==> src/rtl/hera_uart_pkg.sv <==
// Shared types and constants for the HyperTerminal UART transmitter.
package hera_uart_pkg;

    typedef enum logic [2:0] {
        StIdle,
        StStart,
        StData,
        StParity,
        StStop
    } tx_state_e;

    localparam int unsigned PAR_NONE = 0;
    localparam int unsigned PAR_ODD  = 1;
    localparam int unsigned PAR_EVEN = 2;

    localparam int unsigned BAUD_115200_DIV = 417;

    // Data must be zero-extended so unused upper bits do not affect the result.
    function automatic logic calc_parity(input logic [7:0] data, input int unsigned mode);
        return (mode == PAR_ODD) ? ~(^data) : ^data;
    endfunction

endpackage

==> src/rtl/uart_tx_buffered_if.sv <==
// Valid/ready write port feeding the buffered UART transmitter.
interface uart_tx_buffered_if #(
    parameter int unsigned DATA_BITS = 8
) ();

    logic [DATA_BITS-1:0] wr_data;
    logic                 wr_valid;
    logic                 wr_ready;

    modport master (
        output wr_data,
        output wr_valid,
        input  wr_ready
    );

    modport slave (
        input  wr_data,
        input  wr_valid,
        output wr_ready
    );

endinterface

==> src/rtl/hera_sync_fifo.sv <==
// Single-clock FIFO with first-word fall-through read data and an occupancy count.
module hera_sync_fifo #(
    parameter int unsigned DEPTH = 16,
    parameter int unsigned WIDTH = 8
) (
    input  logic                     clk_48,
    input  logic                     rst_,
    input  logic                     push,
    input  logic [WIDTH-1:0]         wdata,
    input  logic                     pop,
    output logic [WIDTH-1:0]         rdata,
    output logic                     full,
    output logic                     empty,
    output logic [$clog2(DEPTH):0]   level
);

    localparam int unsigned AW = $clog2(DEPTH);

    logic [WIDTH-1:0] mem_q [DEPTH];
    logic [AW-1:0]    wptr_q, rptr_q;
    logic [AW:0]      count_q;
    logic             do_push, do_pop;

    assign full    = (count_q == (AW + 1)'(DEPTH));
    assign empty   = (count_q == '0);
    assign do_push = push & ~full;
    assign do_pop  = pop & ~empty;
    assign rdata   = mem_q[rptr_q];
    assign level   = count_q;

    always_ff @(posedge clk_48) begin
        if (do_push) begin
            mem_q[wptr_q] <= wdata;
        end
    end

    // DEPTH is a power of two, so pointers wrap by plain overflow.
    always_ff @(posedge clk_48 or negedge rst_) begin
        if (!rst_) begin
            wptr_q  <= '0;
            rptr_q  <= '0;
            count_q <= '0;
        end else begin
            if (do_push) begin
                wptr_q <= wptr_q + AW'(1);
            end
            if (do_pop) begin
                rptr_q <= rptr_q + AW'(1);
            end
            case ({do_push, do_pop})
                2'b10:   count_q <= count_q + (AW + 1)'(1);
                2'b01:   count_q <= count_q - (AW + 1)'(1);
                default: count_q <= count_q;
            endcase
        end
    end

endmodule

==> src/rtl/uart_tx_buffered.sv <==
// Buffered RS-232 transmitter: write port -> FIFO -> framed serial output on tx.
// New frames start only when the synchronised CTS allows it (if FLOW_CTRL is set).
module uart_tx_buffered
    import hera_uart_pkg::*;
#(
    parameter int unsigned CLK_DIV    = BAUD_115200_DIV,
    parameter int unsigned DATA_BITS  = 8,
    parameter int unsigned PARITY     = PAR_NONE,
    parameter int unsigned STOP_BITS  = 1,
    parameter int unsigned FIFO_DEPTH = 16,
    parameter int unsigned FLOW_CTRL  = 1
) (
    input  logic                         clk_48,
    input  logic                         rst_,
    uart_tx_buffered_if.slave            wr,
    input  logic                         cts_in,
    output logic                         tx,
    output logic                         busy,
    output logic [$clog2(FIFO_DEPTH):0]  fifo_level
);

    localparam int unsigned CNT_W = (CLK_DIV > 1) ? $clog2(CLK_DIV) : 1;

    logic                 cts_meta_q, cts_s_q;
    logic                 fifo_push, fifo_pop, fifo_full, fifo_empty;
    logic [DATA_BITS-1:0] fifo_rdata;

    tx_state_e            state_q, state_d;
    logic [CNT_W-1:0]     baud_cnt_q, baud_cnt_d;
    logic [2:0]           bit_idx_q, bit_idx_d;
    logic [DATA_BITS-1:0] shift_q, shift_d;
    logic                 par_q, par_d;
    logic                 tx_q, tx_d;
    logic                 start_ok, bit_end, last_data, last_stop, load;

    always_ff @(posedge clk_48 or negedge rst_) begin
        if (!rst_) begin
            cts_meta_q <= 1'b0;
            cts_s_q    <= 1'b0;
        end else begin
            cts_meta_q <= cts_in;
            cts_s_q    <= cts_meta_q;
        end
    end

    assign wr.wr_ready = ~fifo_full;
    assign fifo_push   = wr.wr_valid & ~fifo_full;
    assign fifo_pop    = load;

    hera_sync_fifo #(
        .DEPTH (FIFO_DEPTH),
        .WIDTH (DATA_BITS)
    ) u_fifo (
        .clk_48 (clk_48),
        .rst_   (rst_),
        .push   (fifo_push),
        .wdata  (wr.wr_data),
        .pop    (fifo_pop),
        .rdata  (fifo_rdata),
        .full   (fifo_full),
        .empty  (fifo_empty),
        .level  (fifo_level)
    );

    assign start_ok  = ~fifo_empty & (cts_s_q | (FLOW_CTRL == 0));
    assign bit_end   = (baud_cnt_q == CNT_W'(CLK_DIV - 1));
    assign last_data = (bit_idx_q == 3'(DATA_BITS - 1));
    assign last_stop = (bit_idx_q == 3'(STOP_BITS - 1));

    always_ff @(posedge clk_48 or negedge rst_) begin
        if (!rst_) begin
            state_q <= StIdle;
        end else begin
            state_q <= state_d;
        end
    end

    always_comb begin
        state_d = state_q;
        load    = 1'b0;
        unique case (state_q)
            StIdle: begin
                if (start_ok) begin
                    state_d = StStart;
                    load    = 1'b1;
                end
            end
            StStart: begin
                if (bit_end) begin
                    state_d = StData;
                end
            end
            StData: begin
                if (bit_end && last_data) begin
                    state_d = (PARITY != PAR_NONE) ? StParity : StStop;
                end
            end
            StParity: begin
                if (bit_end) begin
                    state_d = StStop;
                end
            end
            StStop: begin
                // Chain straight into the next start bit when data is waiting.
                if (bit_end && last_stop) begin
                    if (start_ok) begin
                        state_d = StStart;
                        load    = 1'b1;
                    end else begin
                        state_d = StIdle;
                    end
                end
            end
            default: state_d = StIdle;
        endcase
    end

    always_comb begin
        tx_d = 1'b1;
        unique case (state_q)
            StIdle:   tx_d = 1'b1;
            StStart:  tx_d = 1'b0;
            StData:   tx_d = shift_q[0];
            StParity: tx_d = par_q;
            StStop:   tx_d = 1'b1;
            default:  tx_d = 1'b1;
        endcase
    end

    always_comb begin
        baud_cnt_d = baud_cnt_q;
        bit_idx_d  = bit_idx_q;
        shift_d    = shift_q;
        par_d      = par_q;
        if (load) begin
            baud_cnt_d = '0;
            bit_idx_d  = '0;
            shift_d    = fifo_rdata;
            par_d      = calc_parity(8'(fifo_rdata), PARITY);
        end else if (state_q == StIdle) begin
            baud_cnt_d = '0;
            bit_idx_d  = '0;
        end else if (!bit_end) begin
            baud_cnt_d = baud_cnt_q + CNT_W'(1);
        end else begin
            baud_cnt_d = '0;
            if (state_q == StData) begin
                shift_d   = shift_q >> 1;
                bit_idx_d = last_data ? 3'd0 : bit_idx_q + 3'd1;
            end else if (state_q == StStop) begin
                bit_idx_d = bit_idx_q + 3'd1;
            end
        end
    end

    // tx is registered, so the line trails the FSM state by one cycle.
    always_ff @(posedge clk_48 or negedge rst_) begin
        if (!rst_) begin
            baud_cnt_q <= '0;
            bit_idx_q  <= '0;
            shift_q    <= '0;
            par_q      <= 1'b0;
            tx_q       <= 1'b1;
        end else begin
            baud_cnt_q <= baud_cnt_d;
            bit_idx_q  <= bit_idx_d;
            shift_q    <= shift_d;
            par_q      <= par_d;
            tx_q       <= tx_d;
        end
    end

    assign tx   = tx_q;
    assign busy = (state_q != StIdle) | ~fifo_empty;

endmodule

==> src/flat_wrapper.sv <==
// flat-port wrapper written by rule: the top's interface ports become plain ports
module uart_tx_buffered_flat import hera_uart_pkg::*;
#(
    parameter int unsigned CLK_DIV    = BAUD_115200_DIV,
    parameter int unsigned DATA_BITS  = 8,
    parameter int unsigned PARITY     = PAR_NONE,
    parameter int unsigned STOP_BITS  = 1,
    parameter int unsigned FIFO_DEPTH = 16,
    parameter int unsigned FLOW_CTRL  = 1
)
  (clk_48, rst_, cts_in, tx, busy, fifo_level, wr_wr_data, wr_wr_valid, wr_wr_ready);
  uart_tx_buffered_if #(.DATA_BITS(DATA_BITS)) wr_i ();
  input  logic clk_48;
  input  logic rst_;
  input  logic cts_in;
  output logic tx;
  output logic busy;
  output logic [$clog2(FIFO_DEPTH):0] fifo_level;
  input wire logic [$bits(wr_i.wr_data)-1:0] wr_wr_data;
  input wire logic [$bits(wr_i.wr_valid)-1:0] wr_wr_valid;
  output wire logic [$bits(wr_i.wr_ready)-1:0] wr_wr_ready;
  assign wr_i.wr_data = wr_wr_data;
  assign wr_i.wr_valid = wr_wr_valid;
  assign wr_wr_ready = wr_i.wr_ready;
  uart_tx_buffered #(.CLK_DIV(CLK_DIV), .DATA_BITS(DATA_BITS), .PARITY(PARITY), .STOP_BITS(STOP_BITS), .FIFO_DEPTH(FIFO_DEPTH), .FLOW_CTRL(FLOW_CTRL)) u_core (.clk_48(clk_48), .rst_(rst_), .wr(wr_i), .cts_in(cts_in), .tx(tx), .busy(busy), .fifo_level(fifo_level));
endmodule
==> config.mk <==
export PLATFORM = sky130hd
export DESIGN_NAME = uart_tx_buffered_flat
export DESIGN_NICKNAME = d
export VERILOG_FILES = /design/src/rtl/hera_uart_pkg.sv /design/src/rtl/uart_tx_buffered_if.sv /design/src/rtl/hera_sync_fifo.sv /design/src/rtl/uart_tx_buffered.sv /design/src/flat_wrapper.sv
export SDC_FILE = /design/constraint.sdc
export NUM_CORES = 1
export LEC_CHECK = 0
export ABC_AREA = 1
export BUFFER_PORTS_ARGS = -buffer_cell sky130_fd_sc_hd__buf_4
export CAP_MARGIN = 20
export CORE_ASPECT_RATIO = 0.5
export CORE_MARGIN = 2
export CORE_UTILIZATION = 65
export DETAILED_ROUTE_END_ITERATION = 10
export GPL_TIMING_DRIVEN = 0
export MAX_ROUTING_LAYER = met4
export PLACE_DENSITY = 0.82
export SYNTH_ARGS = -nofsm -noshare
export SYNTH_HDL_FRONTEND = slang
export SYNTH_SLANG_ARGS = --single-unit
==> constraint.sdc <==
create_clock -name clk_48 -period 5.51 [get_ports clk_48]
set_input_delay 0.2755 -clock clk_48 [delete_from_list [all_inputs] [get_ports clk_48]]
set_output_delay 0.2755 -clock clk_48 [all_outputs]
set_load 0.02 [all_outputs]
# Word level (Yosys, flattened, before mapping)
# Memory sizes are Yosys's and may differ from the RTL's.
# Index checks and enable logic that the tools add are counted.
[totals] n_memories=1 ram_bits=128 output_inout_bits=8 ff_bits=40 input_bits=12 wordCells=82
[op_classes] reduce_logical=15 bitwise=7 eq_ne=15 n_addsub=6 n_mux=27
[memory_table] name="u_core.u_fifo.mem_q" words=16 word_bits=8 read_ports=1 rd_ports_with_merged_regs=0 write_ports=1 line="hera_sync_fifo.sv:19" source="logic [WIDTH-1:0] mem_q [DEPTH];"
[ops] cell="3-bit 2-to-1 mux" count=11
[ops] cell="8-bit 2-to-1 mux" count=4
[ops] cell="9-bit 2-to-1 mux" count=3
[ops] cell="3-bit one-hot mux with 5 select lines" count=1
[ops] cell="2-bit by 1-bit != test with 1-bit output (second input constant)" count=5
[ops] cell="5-bit one-hot mux with 2 select lines" count=1
[ops] cell="9-bit by 1-bit adder with 9-bit output (second input constant)" count=1
[ops] cell="9-bit == test (second input constant)" count=1
[ops] cell="4-bit by 1-bit adder with 4-bit output (second input constant)" count=2
[ops] cell="8-bit parity" count=1
[ops] cell="3-bit by 2-bit == test with 1-bit output (second input constant)" count=2
[ops] cell="3-bit == test (second input constant)" count=2
[ops] cell="3-bit logical NOT" count=2
[ops] cell="2-bit nonzero test" count=3
[ops] cell="3-bit nonzero test" count=2
[ops] cell="5-bit by 1-bit adder with 5-bit output (second input constant)" count=1
[ops] cell="5-bit == test (second input constant)" count=1
[ops] cell="5-bit logical NOT" count=1
[ops] cell="1-bit 2-to-1 mux" count=5
[ops] cell="5-bit AND reduction" count=1
[ops] cell="5-bit by 1-bit subtractor with 5-bit output (second input constant)" count=1
[ops] cell="1-bit AND" count=4
[ops] cell="4-bit nonzero test" count=1
[ops] cell="3-bit by 1-bit adder with 3-bit output (second input constant)" count=1
[ops] cell="other kinds (11)" count=13

# Depth between registers and ports, before layout
# Gate-level depths: netlist (run 1).
[logic_depth] word_depth=9 ltp_mapped=19 depth_no_buf=19

# Cells and area by module
# A second synthesis (run 1) with hierarchy kept.
[unflattened] cells_unflattened=823 hier_area_um2=7860.0
[by_module_without_submodules] module="hera_sync_fifo" cells_per_inst=621 seq_area_each_um2=4169.0 n_inst=1 area_per_inst_um2=6233.5
[by_module_without_submodules] module="uart_tx_buffered" cells_per_inst=202 seq_area_each_um2=676.9 n_inst=1 area_per_inst_um2=1626.6

# Worst setup path before layout (run 1)
# Ideal clock, no wire load.
[synth_timing] path_kind="register to register" from="register u_core.u_fifo.count_q[3] (netlist: u_core.u_fifo.level[3])" to="register u_core.u_fifo.count_q[4] (netlist: u_core.u_fifo.level[4])" path_stages_with_launch=14 path_buffers=0 period_less_slack_ns=2.666 t_required_ns=5.379 arrival_ns=2.535 setup_ns=0.131 path_slack_ns=2.844 cell_sequence="dfrtp_1 nor4_2 nand2_1 nand2_1 ha_1 xor2_1 ha_1 a21oi_1 o21ai_0 a21oi_1 inv_1 a21oi_1 o21ai_0 xor2_1"
[synth_between] elab_cells_between_ends=17 cone_classes="add/sub: 2; eq/ne: 3; mux: 4; bitwise: 6; reduce/logical: 2"
[synth_lines] element="start, declared" line="hera_sync_fifo.sv:21" source="logic [AW:0] count_q;"
[synth_lines] element="start signal, assigned" line="hera_sync_fifo.sv:51" source="2'b10: count_q <= count_q + (AW + 1)'(1);"
[synth_lines] element="start signal, assigned" line="hera_sync_fifo.sv:52" source="2'b01: count_q <= count_q - (AW + 1)'(1);"
[synth_lines] element="start signal, assigned" line="hera_sync_fifo.sv:53" source="default: count_q <= count_q;"
[synth_lines] element="5-bit == test (*)" line="hera_sync_fifo.sv:24" source="assign full = (count_q == (AW + 1)'(DEPTH));"
[synth_lines] element="1-bit NOT (*)"
[synth_lines] element="net wr_wr_ready" line="flat_wrapper.sv:21" source="output wire logic [$bits(wr_i.wr_ready)-1:0] wr_wr_ready;"
[synth_lines] element="1-bit AND" line="uart_tx_buffered.sv:47" source="assign fifo_push = wr.wr_valid & ~fifo_full;"
[synth_lines] element="1-bit AND (*)" line="hera_sync_fifo.sv:26" source="assign do_push = push & ~full;"
[synth_lines] element="2-bit by 1-bit == test with 1-bit output / 2-bit == test (equally long branches)" line="hera_sync_fifo.sv:50" source="case ({do_push, do_pop})"
[synth_lines] element="5-bit one-hot mux with 2 select lines / 2-bit nonzero test (equally long branches)"
# The timed path passes the listed nets; every way through them passes the cells marked *.
# A chain may end at the register's enable or synchronous reset.

# Worst setup path in the final report (run 1)
[layout_timing] from="register u_core.baud_cnt_q[0]" to="register u_core.u_fifo.count_q[4] (netlist: u_core.u_fifo.level[4])"
[layout_between] elab_chain_cells=7 elab_cells_between_ends=9 cone_classes="eq/ne: 3; mux: 3; bitwise: 1; reduce/logical: 2"
[layout_rtl] element="start, declared" line="uart_tx_buffered.sv:29" source="logic [CNT_W-1:0] baud_cnt_q, baud_cnt_d;"
[layout_rtl] element="start signal, assigned" line="uart_tx_buffered.sv:165" source="baud_cnt_q <= baud_cnt_d;"
[layout_rtl] element="9-bit == test (*)" line="uart_tx_buffered.sv:66" source="assign bit_end = (baud_cnt_q == CNT_W'(CLK_DIV - 1));"
[layout_rtl] element="1-bit logical AND (*)" line="uart_tx_buffered.sv:105" source="if (bit_end && last_stop) begin"
[layout_rtl] element="1-bit 2-to-1 mux (*)" line="uart_tx_buffered.sv:105"
[layout_rtl] element="1-bit one-hot mux with 2 select lines (*)" line="uart_tx_buffered.sv:81" source="unique case (state_q)"
[layout_rtl] element="1-bit AND (*)" line="hera_sync_fifo.sv:27" source="assign do_pop = pop & ~empty;"
[layout_rtl] element="net u_core.u_fifo.do_pop" line="hera_sync_fifo.sv:22" source="logic do_push, do_pop;"
[layout_rtl] element="2-bit by 1-bit == test with 1-bit output / 2-bit == test (equally long branches)" line="hera_sync_fifo.sv:50"
[layout_rtl] element="5-bit one-hot mux with 2 select lines / 2-bit nonzero test (equally long branches)"
# Marked as above.

==> results of run 1 <==
-- final cells by class --
| type | instances | area [um^2] |
|---|---|---|
| clock inverter | 14 | 161 |
| sequential | 168 | 4850 |
| clock buffer | 17 | 425 |
| buffer | 28 | 215 |
| timing repair buffer | 21 | 163 |
| multi-input combinational | 487 | 2270 |
| fill | 827 | 3040 |
| tap | 165 | 206 |
| inverter | 98 | 370 |
-- final timing paths --
| kind | start | end | slack [ns] |
|---|---|---|---|
| worst max-delay path | u_core.baud_cnt_q[0] | u_core.u_fifo.level[4] | 2.49 |
| worst min-delay path | wr_wr_data[7] | u_core.u_fifo.mem_q[10][7] | 0.19 |
| worst max register to register | u_core.baud_cnt_q[0] | u_core.u_fifo.level[4] | 2.49 |
| worst min register to register | u_core.cts_meta_q | u_core.cts_s_q | 0.37 |
| max in group asynchronous | rst_ | u_core.tx | 4.77 |
| min in group asynchronous | rst_ | u_core.bit_idx_q[2] | 0.38 |
-- per-layer routing --
layer | global-route usage, % | vias up | part of all wire (%)
met5 | - | - | 0
met4 | 15.1 | 0 | 3.1
met3 | 8.16 | 56 | 11
met2 | 46.5 | 289 | 45
met1 | 40.6 | 2644 | 41
li1 | - | 2623 | -
-- cell families (layout without fill, tap and decap cells) --
group                    after synthesis  in the layout  synth area share (%)
flip-flops                           168            168                  62.9
AO/OA/AOI/OAI                         50             50                  3.62
adder cells (fa/ha/maj)               14             14                  2.27
XOR/XNOR                              14             14                  1.59
buffers and inverters                126            178                  7.60
AND/OR/NAND/NOR                      409            409                  22.0
-- cells in the final DEF (no fill, tap or decap), drive strengths merged --
master	count
nor3	4
ha	14
nand3	80
clkinv	5
and2	1
a31oi	1
bufinv	1
clkbuf	18
o21ai	19
xor2	10
nand2	254
nor3b	1
nand4	3
inv	105
a21oi	23
dfstp	1
buf	46
edfxtp	128
o211ai	6
nor4	2
dlygate4sd3	2
dfrtp	39
o22ai	1
nor2	63
or2	1
xnor2	4
clkinvlp	1
-- repair_timing --
item                                   in CTS  in global routing
hold buffers                                2                  0
endpoints found under the hold margin      40                  0
setup endpoints to repair                   0                  0
resized for setup                           0                  0
setup buffers                               0                  0
-- report_power, final --
group | internal, mW | total, mW | switching (mW)
sequential | 1.57 | 1.68 | 0.112
combinational | 0.624 | 1.97 | 1.35
clock | 0.645 | 1.19 | 0.543
-- registers in the layout, summed over array words and instances (netlist names) --
register              flops
u_core.u_fifo.mem_q     128
u_core.baud_cnt_q         9
u_core.shift_q            8
u_core.u_fifo.level       5
u_core.u_fifo.rptr_q      4
u_core.u_fifo.wptr_q      4
u_core.bit_idx_q          3
u_core.state_q            3
u_core.cts_meta_q         1
u_core.cts_s_q            1
u_core.par_q              1
u_core.tx                 1
-- metrics by stage --
step | setup slack [ns] | std cells | util (%)
2_1_floorplan | 2.84 | 781 | -
3_3_place_gp | 2.56 | 965 | 68.8
3_5_place_dp | 2.51 | 965 | 68.8
4_1_cts | 2.48 | 998 | 74.0
5_1_grt | 2.17 | 998 | 74.0
6_report | 2.49 | 998 | 74.0
==> metrics.yaml, run 1 <==
grt:
  grt_usage_pct: 31.3
  grt_max_degree: 41
  grt_pass1_vias: 5302
  grt_pass1_wl_mm: 27.7
  antenna_found_initial: 0
  gr-total-overflow: 0
sta:
  max_slew_margin_pct: 45.9
  hold_viol_final: 0
  min_period_over_period_pct: 54.8
  setup_viol: 0
  max_freq_ghz: 0.331
  fin_crit_ns: 3.02
  finClkSkew_ns: 0.0119
  maxSlewViolCount: 0
  holdWs_ns: 0.186
  rsz0062_at_grt: "no"
  tightest_slew_ns: 0.809
  setup_tns_ns: 0
critical_path:
  critical_path_required_ns: 5.82
  path_max_fanout: 8
  crit_path_start_kind: "flop"
  r2r_cells: 19
  crit_buf_inv: 3
  crit_cells: 19
  endpoint_kind: "flop"
  cp_top_family: "compound AO/OA/AOI/OAI gates"
  crit_chain: "inv_1, ha_1, nand2_1, nor2_1, and2_1, nand3_1, nand2_1, nand2_2, inv_2, ha_1, xor2_1, ha_1, a21oi_1, o21ai_0, a21oi_1, inv_1, a21oi_1, o21ai_0, xor2_1"
  crit_type: "flop to flop"
  max_stage_delay_ns: 0.41
  slowest_stage: "dfrtp_1"
  cp.arrival_ns: 3.32
synth:
  synthCells: 781
  synth_nets: 807
  yosys.area.top_type_share_pct: 49.9
  async_flop_share_pct: 23.8
  synthTopCellsByArea: "edfxtp_1 50%, dfrtp_1 13%, nand2_1 12%, nand3_1 5.1%, inv_1 4.4%"
  synth_flop_cell: "edfxtp_1"
  ys_warn_count: 0
  synthTopCellsByCount: "251 x nand2_1, 128 x edfxtp_1, 91 x inv_1"
  yosysMostFrequentCell: "nand2_1"
  synth-edff-count: 128
  yosys.area.top_type: "edfxtp_1"
  ys_ff_latch: 168
  synth_area_um2: 7710
  synth_cell_type_count: 35
  ys_seq_area_share_pct: 62.9
  synth.avg_cell_area_um2: 9.87
drt:
  dr_total_vias: 5612
  ant_nets: 0
  drt-initial-drc-count: 713
  routed_wl_mm: 18.3
  firstDrtPassIters: 6
  post_drt_wl_per_cell_um: 18.3
  routed_via_density: 5.62
  drc: 0
finish:
  n_antenna_cell: 0
  fin_nets: 847
  drive_gt1_share_pct: 11.3
  fin_area_um2: 8660
  syn_to_final_growth_pct: 12.4
die:
  start_util_pct: 65.9
  ioPinCount: 20
  die_w_um: 158
  num_rows: 28
  core_um2: 11700
  die-area_um2: 12800
  die_h_um: 81.0
worst_hold_path:
  hold_path.class: "input pin to flop"
  holdPathStages: 1
place:
  place_hpwl_mm: 12.2
  postPlaceCellArea_um2: 8060
  place_congestion: 1.04
  portBuffers: 19
clocking:
  path_clk_slew_ns: 0.07
  clk_latency_ns: 0.43
  cts_buffer_depth: 2
  cts-root-buf: "clkbuf_16"
  cts.sinks: 168
  cts_buffers: 17
  cts_tree: "yes"
  htree_levels: 4
flow_run:
  drv_cap: 0
pwr:
  power_density_nw_per_um2: 559
  p_leak_nw: 3.78
  max-vdd-ir-drop_uv: 304
  finalPower_mw: 4.84
status:
  status: "finished, final reports clean"
Power figures use the tool's default switching activity.
==> run 2: changes to the inputs <==
CORE_UTILIZATION = 56   (was 65)
PLACE_DENSITY = 0.76   (was 0.82)
clock period = 2.6 ns   (was 5.51 ns; I/O delays follow)
==> run 2 against run 1 <==
Compared with the run above:
- sequential share of layout area shrank 1.3 points
- clock skew decreased by 0.0021 ns
- critical path depth is the same
- sequential cell count is the same
- via count increased by 1.4%
- largest cell class unchanged
- critical path type unchanged
- fmax increased by 17%
==> metrics.yaml, run 2 (same netlist as run 1, synthesis figures left out) <==
status:
  status: "finished, final reports clean"
die:
  die_w_um: 170  # +7.5%
  core_um2: 13500  # +15%
  die_h_um: 87.0  # +7.4%
  ioPinCount: 20  # unchanged
  start_util_pct: 57.2  # -8.7 points
  num_rows: 30  # +7.1%
  die-area_um2: 14800  # +15%
finish:
  n_antenna_cell: 0  # unchanged
  n_fill_cell: 1039  # +26%
  largest_register_ffs: 128  # unchanged
  syn_to_final_growth_pct: 15.2
  regMostFlops: "u_core.u_fifo.mem_q"
  final_common_cell: "nand2_1"
  fin_nets: 860  # +1.5%
  drive_gt1_share_pct: 15.1  # +3.8 points
  layout_common_cells: "248 x nand2_1, 128 x edfxtp_1, 91 x inv_1, 78 x nand3_1, 58 x nor2_1"
  reg_top3: "u_core.u_fifo.mem_q (128), u_core.baud_cnt_q (9), u_core.shift_q (8)"
clocking:
  cts_buffers: 17  # unchanged
  clk_latency_ns: 0.43  # about the same
  cts-root-buf: "clkbuf_16"
  cts_buffer_depth: 2  # unchanged
  cts.sinks: 168  # unchanged
  htree_levels: 4  # unchanged
  path_clk_slew_ns: 0.08  # about the same
  cts_tree: "yes"
grt:
  grt_pass1_wl_mm: 29.3  # +6.0%
  gr-total-overflow: 0  # unchanged
  grt_pass1_vias: 5207  # -1.8%
  grt_max_degree: 41  # unchanged
  grt_usage_pct: 28.5  # -2.8 points
  antenna_found_initial: 0  # unchanged
sta:
  finClkSkew_ns: 0.00978  # -0.00210 ns
  min_period_over_period_pct: 99.5  # +45 points
  max_slew_margin_pct: 39.1  # -6.8 points
  fin_crit_ns: 2.59  # -0.431 ns
  max_freq_ghz: 0.386  # +17%
  rsz0062_at_grt: "yes"
  setup_tns_ns: 0  # unchanged
  setup_viol: 0  # unchanged
  hold_viol_final: 0  # unchanged
  maxSlewViolCount: 0  # unchanged
  tightest_slew_ns: 0.910  # +0.101 ns
place:
  portBuffers: 19  # unchanged
  place_hpwl_mm: 12.5  # +3.0%
  place_congestion: 0.949  # -8.5%
pwr:
  p_leak_nw: 3.84  # +1.7%
  max-vdd-ir-drop_uv: 653  # +110%
  finalPower_mw: 10.6  # +120%
  power_density_nw_per_um2: 1190  # +110%
critical_path:
  crit_type: "flop to flop"
  cp.arrival_ns: 2.91  # -0.41 ns
  crit_path_start_kind: "flop"
  endpoint_kind: "flop"
  path_max_fanout: 3  # -5
  critical_path_required_ns: 2.92  # -2.90 ns
drt:
  dr_total_vias: 5689  # +1.4%
  routed_wl_mm: 19.7  # +7.9%
  routed_via_density: 5.57  # -1.0%
  firstDrtPassIters: 6  # unchanged
  drt-initial-drc-count: 681  # -4.5%
  post_drt_wl_per_cell_um: 19.3  # +5.4%
  ant_nets: 0  # unchanged
  drc: 0  # unchanged
flow_run:
  drv_cap: 0  # unchanged
worst_hold_path:
  hold_path.class: "input pin to flop"
-- run 2: final cells by class --
type / count / area (um^2) / share of cell area, %
inverter: 98 / 373 / 4.20
timing repair buffer: 34 / 260 / 2.93
multi-input combinational: 487 / 2370 / 26.8
buffer: 28 / 215 / 2.42
sequential: 168 / 4850 / 54.7
clock buffer: 17 / 425 / 4.79
clock inverter: 14 / 156 / 1.76
tap: 176 / 220 / 2.48
-- run 2: routing by layer --
layer	wire length, um	vias to the layer above	global-route usage [%]
li1	-	2640	-
met1	8530	2720	38.5
met2	8920	279	43.5
met3	1720	50	6.27
met4	544	0	9.32
met5	0	-	-
-- run 2: what timing repair did --
action | CTS | global route
buffers inserted | 5 | 8
cloned | 0 | 0
resized for setup | 5 | 15
endpoints found under the hold margin | 40 | 0
setup endpoints to repair | 1 | 1
pin swaps | 1 | 8
hold buffers | 2 | 0
-- run 2: final timing paths --
check / startpoint / endpoint / slack [ns] / cells after the start
setup / recovery: u_core.baud_cnt_q[0] / u_core.u_fifo.level[4] / 0.01 / 19
hold / removal: wr_wr_data[7] / u_core.u_fifo.mem_q[11][7] / 0.04 / 1
setup reg to reg: u_core.baud_cnt_q[0] / u_core.u_fifo.level[4] / 0.01 / 19
hold reg to reg: u_core.cts_meta_q / u_core.cts_s_q / 0.37 / 0
max in group asynchronous: rst_ / u_core.u_fifo.level[2] / 1.99 / 2
min in group asynchronous: rst_ / u_core.bit_idx_q[0] / 0.22 / 2
-- run 2: power breakdown --
group	switching (mW)	internal [mW]
combinational	3.00	1.47
clock	1.22	1.29
sequential	0.265	3.34
-- run 2: stage by stage --
step	setup WS (ns)	hold WS, ns	instances	cell area (um^2)	util, %
after floorplan	0.0152	-0.166	781	7720	-
after global placement	-0.291	0.135	976	8090	60.0
after detailed placement	-0.346	0.140	976	8090	60.0
after CTS	0.0153	0.0425	1014	8750	64.9
after global routing	-0.169	0.0349	1022	8880	65.9
final	0.0124	0.0417	1022	8880	65.9
-- run 2: worst max-delay path, cell delays in order, from the launching register on --
cell and delay (ns):
dfrtp_1 0.38, inv_1 0.06, ha_1 0.19, nand2_1 0.08, nor2_2 0.04, and2_4 0.16
nand3_2 0.06, nand2_1 0.06, nand2_2 0.10, inv_4 0.05, ha_4 0.17, xor2_2 0.16
ha_2 0.21, a21oi_4 0.14, o21ai_2 0.08, a21oi_2 0.14, inv_1 0.07, a21oi_2 0.10
o21ai_1 0.08, xor2_1 0.16
==> run 3: changes to the inputs <==
--- a/constraint.sdc
+++ b/constraint.sdc
@@ -3,2 +3,2 @@
 set_output_delay 0.13 -clock clk_48 [all_outputs]
-set_load 0.02 [all_outputs]
+set_load 0.05 [all_outputs]
==> run 3 against run 2 <==
Compared with the run above:
- setup slack improved by 0.025 ns
- global-route usage decreased by 0.52 points
- via count increased by 0.62%
- first-iteration DRC count decreased by 4.7%
- largest cell class unchanged
- largest power group unchanged
==> metrics.yaml, run 3 (same netlist as run 1, synthesis figures left out) <==
status:
  status: "finished, final reports clean"
sta:
  min_period_over_period_pct: 98.6  # -0.96 points
  holdWs_ns: 0.0449  # +0.00320 ns
  fin_crit_ns: 2.56  # -0.0250 ns
  max_slew_margin_pct: 33.5  # -5.7 points
  setup_tns_ns: 0  # unchanged
  max_freq_ghz: 0.390  # +0.98%
  setup_viol: 0  # unchanged
  maxSlewViolCount: 0  # unchanged
  tightest_slew_ns: 0.994  # +0.0846 ns
  finClkSkew_ns: 0.0113  # +0.00153 ns
  hold_viol_final: 0  # unchanged
  rsz0062_at_grt: "yes"
pwr:
  max-vdd-ir-drop_uv: 690  # +5.8%
  clkPwrFrac_pct: 23.8  # about the same
  intPower_mw: 6.07  # -0.51%
  p_leak_nw: 3.85  # +0.28%
  seq_power_share_pct: 33.6  # -0.4 points
  finalPower_mw: 10.6  # about the same
  switching_share_pct: 42.7  # +0.26 points
  power_density_nw_per_um2: 1190  # +0.11%
  p_switching_mw: 4.51  # +0.53%
  comb_power_share_pct: 42.5  # +0.2 points
grt:
  antenna_found_initial: 0  # unchanged
  grt_pass1_vias: 5319  # +2.2%
  grt_pass1_wl_mm: 28.9  # -1.3%
  grt_usage_pct: 27.9  # -0.52 points
  gr-total-overflow: 0  # unchanged
  grt_max_degree: 41  # unchanged
critical_path:
  path_max_fanout: 3  # unchanged
  cp.arrival_ns: 2.88  # -0.03 ns
  endpoint_kind: "flop"
  crit_type: "flop to flop"
  crit_path_start_kind: "flop"
  timing.rr.end: "u_core.u_fifo.level[4]"
  regToRegStartpoint: "u_core.baud_cnt_q[0]"
  r2r_cells: 19  # unchanged
  reg2reg_setup_slack_ns: 0.04  # +0.03 ns
  critical_path_required_ns: 2.91  # about the same
clocking:
  cts-root-buf: "clkbuf_16"
  path_clk_slew_ns: 0.08  # about the same
  cts_buffers: 17  # unchanged
  cts.sinks: 168  # unchanged
  htree_levels: 4  # unchanged
  cts_buffer_depth: 2  # unchanged
  clk_latency_ns: 0.43  # about the same
  cts_tree: "yes"
finish:
  largest_register_ffs: 128  # unchanged
  drive_gt1_share_pct: 14.6  # -0.49 points
  fin_nets: 860  # unchanged
  regMostFlops: "u_core.u_fifo.mem_q"
  final_common_cell: "nand2_1"
  syn_to_final_growth_pct: 15.0
  n_antenna_cell: 0  # unchanged
  reg_top3: "u_core.u_fifo.mem_q (128), u_core.baud_cnt_q (9), u_core.shift_q (8)"
  fin_area_um2: 8860  # -0.18%
  layout_common_cells: "248 x nand2_1, 128 x edfxtp_1, 91 x inv_1, 78 x nand3_1, 59 x nor2_1"
die:
  start_util_pct: 57.2  # unchanged
  die_h_um: 87.0  # unchanged
  die-area_um2: 14800  # unchanged
  ioPinCount: 20  # unchanged
  num_rows: 30  # unchanged
  core_um2: 13500  # unchanged
  die_w_um: 170  # unchanged
place:
  portBuffers: 19  # unchanged
  place_hpwl_mm: 12.5  # -0.56%
  postPlaceCellArea_um2: 8110  # +0.29%
  place_congestion: 0.975  # +2.7%
drt:
  firstDrtPassIters: 5  # -1
  dr_total_vias: 5724  # +0.62%
  post_drt_wl_per_cell_um: 18.6  # -3.5%
  drc: 0  # unchanged
  ant_nets: 0  # unchanged
  drt-initial-drc-count: 649  # -4.7%
  routed_via_density: 5.60  # +0.52%
  routed_wl_mm: 19.0  # -3.4%
worst_hold_path:
  hold_path.class: "input pin to flop"
  holdPathStages: 1  # unchanged
  hold_start: "wr_wr_data[6]"
  min_to: "u_core.u_fifo.mem_q[11][6]"
flow_run:
  drv_cap: 0  # unchanged
## run 3: layer usage
layer	vias to the layer above	global-route usage, %	wire, um
li1	2640	-	-
met1	2738	36.3	7860
met2	301	42.9	8660
met3	45	7.41	2080
met4	0	10.4	448
met5	-	-	0
## run 3: worst max-delay path, cell delays in order, from the launching register on
cell and delay [ns]:
dfrtp_1 0.38, inv_1 0.06, ha_1 0.15, nand2_1 0.05
nor2_1 0.13, and2_4 0.18, nand3_2 0.07, nand2_1 0.07
nand2_2 0.09, inv_6 0.08, ha_4 0.15, xor2_2 0.07
ha_2 0.18, a21oi_2 0.12, o21ai_1 0.08, a21oi_1 0.17
inv_1 0.09, a21oi_2 0.12, o21ai_1 0.08, xor2_1 0.14
## run 3: cell type report
cell class                 count  area [um^2]
buffer                        28          215
clock buffer                  17          425
clock inverter                15          170
fill                        1018         4620
inverter                      98          375
multi-input combinational    487         2340
sequential                   168         4850
tap                          176          220
timing repair buffer          34          260
## run 3: power by group through the flow
stage / sequential, mW / combinational, mW / clock [mW]
global placement: 3.62 / 4.11 / 0
finish: 3.56 / 4.50 / 2.52
detailed placement: 3.64 / 4.23 / 0
CTS: 3.56 / 4.40 / 2.53
global route: 3.60 / 4.94 / 2.63
floorplan: 3.75 / 2.84 / 0
## run 3: how the worst max path moves through the flow
stage | start | slack [ns] | end | depth (start not counted)
after global routing | u_core.baud_cnt_q[0] | -0.15 | u_core.u_fifo.level[4] | 19
after CTS | u_core.u_fifo.level[3] | 0.002 | u_core.u_fifo.level[4] | 16
final | u_core.baud_cnt_q[0] | 0.04 | u_core.u_fifo.level[4] | 19
after floorplan | u_core.u_fifo.level[0] | -0.002 | u_core.u_fifo.level[4] | 16
after detailed placement | u_core.baud_cnt_q[0] | -0.20 | u_core.u_fifo.level[4] | 19
after global placement | u_core.u_fifo.level[0] | -0.09 | u_core.u_fifo.level[4] | 16
## run 3: what timing repair did
item	4_1_cts	5_1_grt
hold buffers	2	0
pin swaps	6	9
endpoints found under the hold margin	40	0
endpoints found under the setup margin	1	2
cloned	0	0
gates resized for setup	6	4
setup buffers	11	2
## run 3: per-stage QoR
step	utilization, %	worst slack [ns]	instances
finish	65.7	0.0374	1023
global route	65.7	-0.145	1023
CTS	65.5	0.00154	1021
detailed placement	60.2	-0.201	976
floorplan	-	-0.00218	781
global placement	60.2	-0.0912	976
